### config.mk
export PLATFORM = sky130hd
export DESIGN_NAME = fetch_controller
export DESIGN_NICKNAME = d
export VERILOG_FILES = /design/src/rtl/fetch_pkg.sv /design/src/rtl/fetch_queue.sv /design/src/rtl/fetch_controller.sv
export SDC_FILE = /design/constraint.sdc
export NUM_CORES = 1
export LEC_CHECK = 0
export CAP_MARGIN = 25
export CORE_MARGIN = 1.5
export CORE_UTILIZATION = 45
export DETAILED_ROUTE_END_ITERATION = 16
export PLACE_DENSITY = 0.79
export SLEW_MARGIN = 20
export SYNTH_ARGS = -nofsm -noshare
export SYNTH_HDL_FRONTEND = slang
export SYNTH_SLANG_ARGS = --single-unit
### constraint.sdc
create_clock -name clk -period 2 [get_ports clk]
set_input_delay 0.5 -clock clk [delete_from_list [all_inputs] [get_ports clk]]
set_output_delay 0.5 -clock clk [all_outputs]
set_load 0.005 [all_outputs]
### src/rtl/fetch_pkg.sv
// fetch_pkg: shared types and constants for the instruction-fetch slice.
//   fetch_state_e : controller FSM encoding (IDLE / FETCH / REDIRECT)
//   PC_STEP       : byte increment between sequential fetches
//   INSTR_W       : instruction width
//   DEF_ADDR_W / DEF_DEPTH : default address width / fetch-queue depth
package fetch_pkg;
  localparam int PC_STEP    = 4;
  localparam int INSTR_W    = 32;
  localparam int DEF_ADDR_W = 8;
  localparam int DEF_DEPTH  = 2;

  typedef enum logic [1:0] {
    IDLE     = 2'd0,
    FETCH    = 2'd1,
    REDIRECT = 2'd2
  } fetch_state_e;
endpackage

### src/rtl/fetch_queue.sv
// fetch_queue: DEPTH-entry circular FIFO of {instr, pc} pairs.
//   clk, reset      : clock, synchronous active-high reset
//   push/push_instr/push_pc : enqueue request and payload
//   pop             : dequeue the head (ignored when empty)
//   flush           : drop every entry; wins over push and pop
//   out_valid/out_instr/out_pc : head entry, zero when empty
//   count           : number of held entries
// A push while full is accepted only when a pop frees the head slot in the
// same cycle.
module fetch_queue
  import fetch_pkg::*;
#(
  parameter int ADDR_W = DEF_ADDR_W,
  parameter int DEPTH  = DEF_DEPTH,
  localparam int CNT_W = $clog2(DEPTH + 1)
) (
  input  logic               clk,
  input  logic               reset,
  input  logic               push,
  input  logic [INSTR_W-1:0] push_instr,
  input  logic [ADDR_W-1:0]  push_pc,
  input  logic               pop,
  input  logic               flush,
  output logic               out_valid,
  output logic [INSTR_W-1:0] out_instr,
  output logic [ADDR_W-1:0]  out_pc,
  output logic [CNT_W-1:0]   count
);
  localparam int PTR_W = (DEPTH > 1) ? $clog2(DEPTH) : 1;
  localparam logic [CNT_W-1:0] CNT_MAX  = CNT_W'(DEPTH);
  localparam logic [PTR_W-1:0] PTR_LAST = PTR_W'(DEPTH - 1);

  logic [DEPTH-1:0][INSTR_W-1:0] instr_q;
  logic [DEPTH-1:0][ADDR_W-1:0]  pc_q;
  logic [PTR_W-1:0]              rd_ptr, wr_ptr;
  logic                          pop_e, push_e;

  function automatic logic [PTR_W-1:0] ptr_inc(input logic [PTR_W-1:0] p);
    return (p == PTR_LAST) ? '0 : p + 1'b1;
  endfunction

  assign out_valid = (count != '0);
  assign pop_e     = pop && out_valid;
  assign push_e    = push && ((count != CNT_MAX) || pop_e);

  // Head is forced to zero when empty so the outputs never carry stale data.
  assign out_instr = out_valid ? instr_q[rd_ptr] : '0;
  assign out_pc    = out_valid ? pc_q[rd_ptr]    : '0;

  always_ff @(posedge clk) begin
    if (reset) begin
      rd_ptr  <= '0;
      wr_ptr  <= '0;
      count   <= '0;
      instr_q <= '0;
      pc_q    <= '0;
    end else if (flush) begin
      rd_ptr <= '0;
      wr_ptr <= '0;
      count  <= '0;
    end else begin
      if (push_e) begin
        instr_q[wr_ptr] <= push_instr;
        pc_q[wr_ptr]    <= push_pc;
        wr_ptr          <= ptr_inc(wr_ptr);
      end
      if (pop_e) rd_ptr <= ptr_inc(rd_ptr);
      case ({push_e, pop_e})
        2'b10:   count <= count + 1'b1;
        2'b01:   count <= count - 1'b1;
        default: count <= count;
      endcase
    end
  end
endmodule

### src/rtl/fetch_controller.sv
// fetch_controller: PC register, fetch FSM and fetch queue front end.
//   clk, reset          : clock, synchronous active-high reset
//   fetch_en            : allow new fetches (queue keeps draining when low)
//   redirect_valid/redirect_target : one-cycle branch/jump redirect
//   imem_addr/imem_data : combinational instruction-memory read port
//   out_valid/out_ready/out_instr/out_pc : decode-side handshake
//   misalign_err        : sticky misaligned-redirect flag, present only
//                         when IFETCH_ALIGN_CHECK_EN is defined
// Optional feature macro: IFETCH_ALIGN_CHECK_EN (redirect alignment check).
module fetch_controller
  import fetch_pkg::*;
#(
  parameter int ADDR_W = DEF_ADDR_W,
  parameter int DEPTH  = DEF_DEPTH
) (
  input  logic               clk,
  input  logic               reset,
  input  logic               fetch_en,
  input  logic               redirect_valid,
  input  logic [ADDR_W-1:0]  redirect_target,
  output logic [ADDR_W-1:0]  imem_addr,
  input  logic [INSTR_W-1:0] imem_data,
  output logic               out_valid,
  input  logic               out_ready,
  output logic [INSTR_W-1:0] out_instr,
  output logic [ADDR_W-1:0]  out_pc
`ifdef IFETCH_ALIGN_CHECK_EN
  ,output logic              misalign_err
`endif
);
  localparam int CNT_W = $clog2(DEPTH + 1);
  localparam logic [CNT_W-1:0] CNT_MAX = CNT_W'(DEPTH);

  fetch_state_e        state, state_nxt;
  logic [ADDR_W-1:0]   pc, pc_nxt, tgt_eff;
  logic [CNT_W-1:0]    q_count;
  logic                q_pop, do_fetch;

  assign imem_addr = pc;
  assign q_pop     = out_valid && out_ready;

`ifdef IFETCH_ALIGN_CHECK_EN
  // Misaligned targets are rounded down to a word boundary and flagged.
  assign tgt_eff = {redirect_target[ADDR_W-1:2], 2'b00};

  always_ff @(posedge clk) begin
    if (reset)
      misalign_err <= 1'b0;
    else if (redirect_valid && (redirect_target[1:0] != 2'b00))
      misalign_err <= 1'b1;
  end
`else
  assign tgt_eff = redirect_target;
`endif

  // Redirect beats everything; a full queue only accepts a fetch when the
  // head leaves in the same cycle. PC wraps naturally at ADDR_W bits.
  always_comb begin
    state_nxt = state;
    pc_nxt    = pc;
    do_fetch  = 1'b0;
    if (redirect_valid) begin
      state_nxt = REDIRECT;
      pc_nxt    = tgt_eff;
    end else begin
      case (state)
        IDLE: if (fetch_en) state_nxt = FETCH;
        FETCH: begin
          if (!fetch_en) begin
            state_nxt = IDLE;
          end else if ((q_count != CNT_MAX) || q_pop) begin
            do_fetch = 1'b1;
            pc_nxt   = pc + ADDR_W'(PC_STEP);
          end
        end
        // One bubble: the target is fetched in the following FETCH cycle.
        REDIRECT: state_nxt = fetch_en ? FETCH : IDLE;
        default:  state_nxt = IDLE;
      endcase
    end
  end

  always_ff @(posedge clk) begin
    if (reset) begin
      state <= IDLE;
      pc    <= '0;
    end else begin
      state <= state_nxt;
      pc    <= pc_nxt;
    end
  end

  fetch_queue #(
    .ADDR_W (ADDR_W),
    .DEPTH  (DEPTH)
  ) u_queue (
    .clk        (clk),
    .reset      (reset),
    .push       (do_fetch),
    .push_instr (imem_data),
    .push_pc    (pc),
    .pop        (q_pop),
    .flush      (redirect_valid),
    .out_valid  (out_valid),
    .out_instr  (out_instr),
    .out_pc     (out_pc),
    .count      (q_count)
  );
endmodule

==> summary.txt <==
Status
  – Outcome: complete, but fails checks
  – Failing checks: negative setup slack

Timing
  – Tcrit/Tclk final: 100%
  – Slew Limit Fails: 0
  – # setup viols final: 2
  – Min cycle time layout: 2.01 ns
  – Skew final: 0.0124 ns
  – Achievable Freq: between 400 and 500 MHz
  – Fin Hold WS: 0.429 ns
  – Setup WS post-layout: -0.00787 ns
  – Setup Total Neg Slack: -0.0127 ns
  – Unrepaired setup endpoints after global routing: yes
  – Slew headroom: 73.9%
  – Final hold vios: 0
  – Slew at the pin closest to its max-slew limit: between 0.3 and 0.4 ns

Critical path
  – CP Class: flip-flop to output pin
  – Startpoint types: flip-flop
  – CP Data Arrival Time: about 1.5 ns
  – Crit path max fanout: 7
  – FF-to-FF End: u_queue.count[1]
  – Worst reg-to-reg setup slack: 0.04 ns
  – Critical Path RT: 1.50 ns
  – Critical register-to-register path startpoint: u_queue.count[0]
  – Critical Path End Type: output pin
  – Worst R2R Path Depth: 7

Clock tree
  – CTS HTree Levels: 3
  – Clk sink count: 94
  – CTS tree: built
  – Num CTS Buffers: 9
  – Clk root buf: clkbuf_8
  – Worst-path clk slew: 0.09 ns
  – Later-pin clock latency in the skew report: roughly 0.36 ns
  – Clk buf depth: 2
  – Post-CTS Hold Buffers: 0

Global route
  – Vias in the first global route: ~3600
  – Initial antenna violation count: 0
  – GRT Total Usage: 19.2%
  – Overflow after GRT: 0
  – Largest net degree at the start of global routing: about 130
  – First-pass GRT wire length: 17100 um

Drt
  – WL/cell: 14.9 um
  – Vias: about 3800
  – Vias per std cell: 5.04
  – Residual DRC count: 0
  – DR pass1 iterations: 4
  – Drt total wl: 11100 um
  – Initial drt markers: 124
  – DRT antenna net count: 0

Synthesis
  – Yosys synthesis warning count: 0
  – Synthesized area: 4620 um2
  – Synth area leader: dfxtp_1
  – Async SR Flop Fraction: 0%
  – Synth Register Bits: 94
  – Cell variety after synth: 39
  – Cells after Synth: 478
  – Primary FF master, synth: dfxtp_1
  – Post-synth top area share: 40.7%
  – Register area share after synthesis: around 41%
  – Post-synth EDFFs: 0
  – Top cells by area, synth: dfxtp_1 (41%), mux2i_1 (26%), nand2b_1 (16%)
  – Net Count, Synth: ~530
  – Average cell area after synthesis: roughly 9.7 um2

Place
  – Detail Placement HPWL: ~7000 um
  – Buffers on Ports: 93
  – DP Worst Slack: -0.253 ns
  – Placer Congestion: 0.800

Layout
  – Commonest non-fill, non-tap cell in the layout: nand2b_1
  – Antenna diode count: 0
  – Most frequent cells in the layout: nand2b_1 (120), mux2i_1 (114), dfxtp_1 (90)
  – Area growth, synth to finish: 37.0%
  – Share of layout cells above drive strength 1: 19.9%
  – Nets@finish: 655
  – Final core area utilization: 64.2%

Floorplan
  – Initial Utilization: 46.9%
  – Die height: 104 um
  – Ports: 94
  – Die extent in x: 104 um
  – Die ar.: approximately 11000 um2
  – Row cnt: 36
  – Core area: 9860 um2

Worst hold path
  – Hold EP: imem_addr[2]
  – Hold wc startpoint: reset
  – Worst min path class: primary input to flip-flop
  – Hold Path Stages: 2

Power and ir drop
  – Pwr Density: 549 nW/um2
  – Total Power: around 0.0035 W
  – Peak VDD IR: 0.374 mV
  – Leak: 2.67 nW

Run
  – Max-Cap Viols: 0
-- metrics by stage --
step | cells | instance area [um2]
floorplan | 478 | 4620
global placement | 696 | 5830
detailed placement | 696 | 5830
CTS | 714 | 6050
global route | 745 | 6330
finish | 745 | 6330
-- where the power goes --
part           switching, W  internal, W  leakage [nW]
combinational      0.000116     0.000192          1.82
sequential        0.0000290      0.00189         0.762
clock              0.000669     0.000579        0.0883
-- synth_stat cells, types with 3 or more instances --
cell	n
mux2i_1	122
clkbuf_1	23
a311oi_1	3
nand3_1	7
o21ai_0	6
dfxtp_1	94
or3_1	3
inv_1	5
buf_6	7
nor2_1	49
nand2b_1	120
or4_1	4
a21oi_1	3
-- cells by family (layout without fill, tap and decap cells) --
| logic type | Yosys count | after routing | synth area share, % |
|---|---|---|---|
| compound gates | 18 | 18 | 2.57 |
| simple gates | 201 | 201 | 24.9 |
| mux | 122 | 122 | 26.4 |
| flops | 94 | 94 | 40.7 |
| buf+inv | 38 | 172 | 4.33 |
| fa+ha+maj | 2 | 2 | 0.541 |
| xor+xnor | 3 | 3 | 0.568 |
-- critical path, cell delays in order, from the launching register on --
cell       delay (ns)
dfxtp_4          0.38
buf_6            0.13
clkbuf_16        0.16
buf_4            0.13
mux2i_1          0.11
nor2_1           0.10
clkbuf_2         0.13
-- flip-flops by register name (all words and copies together), names as in the netlist --
register,cells
imem_addr,8
state,2
u_queue.count,2
u_queue.instr_q,64
u_queue.pc_q,16
u_queue.rd_ptr,1
u_queue.wr_ptr,1
-- cell type report --
| cell class | instances | area, um2 |
|---|---|---|
| Fill cell | 778 | 3530 |
| Multi-Input combinational cell | 346 | 2610 |
| Sequential cell | 94 | 1890 |
| Timing Repair Buffer | 152 | 1450 |
| Tap cell | 133 | 166 |
| Clock buffer | 9 | 124 |
| Clock inverter | 6 | 70.1 |
| Inverter | 5 | 18.8 |
-- worst max-delay path by stage --
stage                     slack [ns]                  end              from
final                         -0.008        out_instr[18]    u_queue.rd_ptr
after global routing           -0.09        out_instr[19]    u_queue.rd_ptr
after CTS                      -0.15            out_pc[0]  u_queue.count[1]
after detailed placement       -0.25  u_queue.instr_q[10]         out_ready
after global placement         -0.23  u_queue.instr_q[27]         out_ready
after floorplan                 0.17     u_queue.count[1]    redirect_valid
-- layer usage --
layer | vias to the layer above | share of wire, % | track usage [%]
li1 | 1867 | - | -
met1 | 1786 | 47 | 24.2
met2 | 96 | 48 | 33.2
met3 | 9 | 4.7 | 4.32
met4 | 0 | 0.79 | 4.66
met5 | - | 0 | 0
-- timing repair --
action	CTS	global route
setup endpoints to repair	41	40
cloned	0	1
pin swaps	4	7
resized for setup	53	78
buffers inserted	3	30
(Power assumes the default switching activity.)
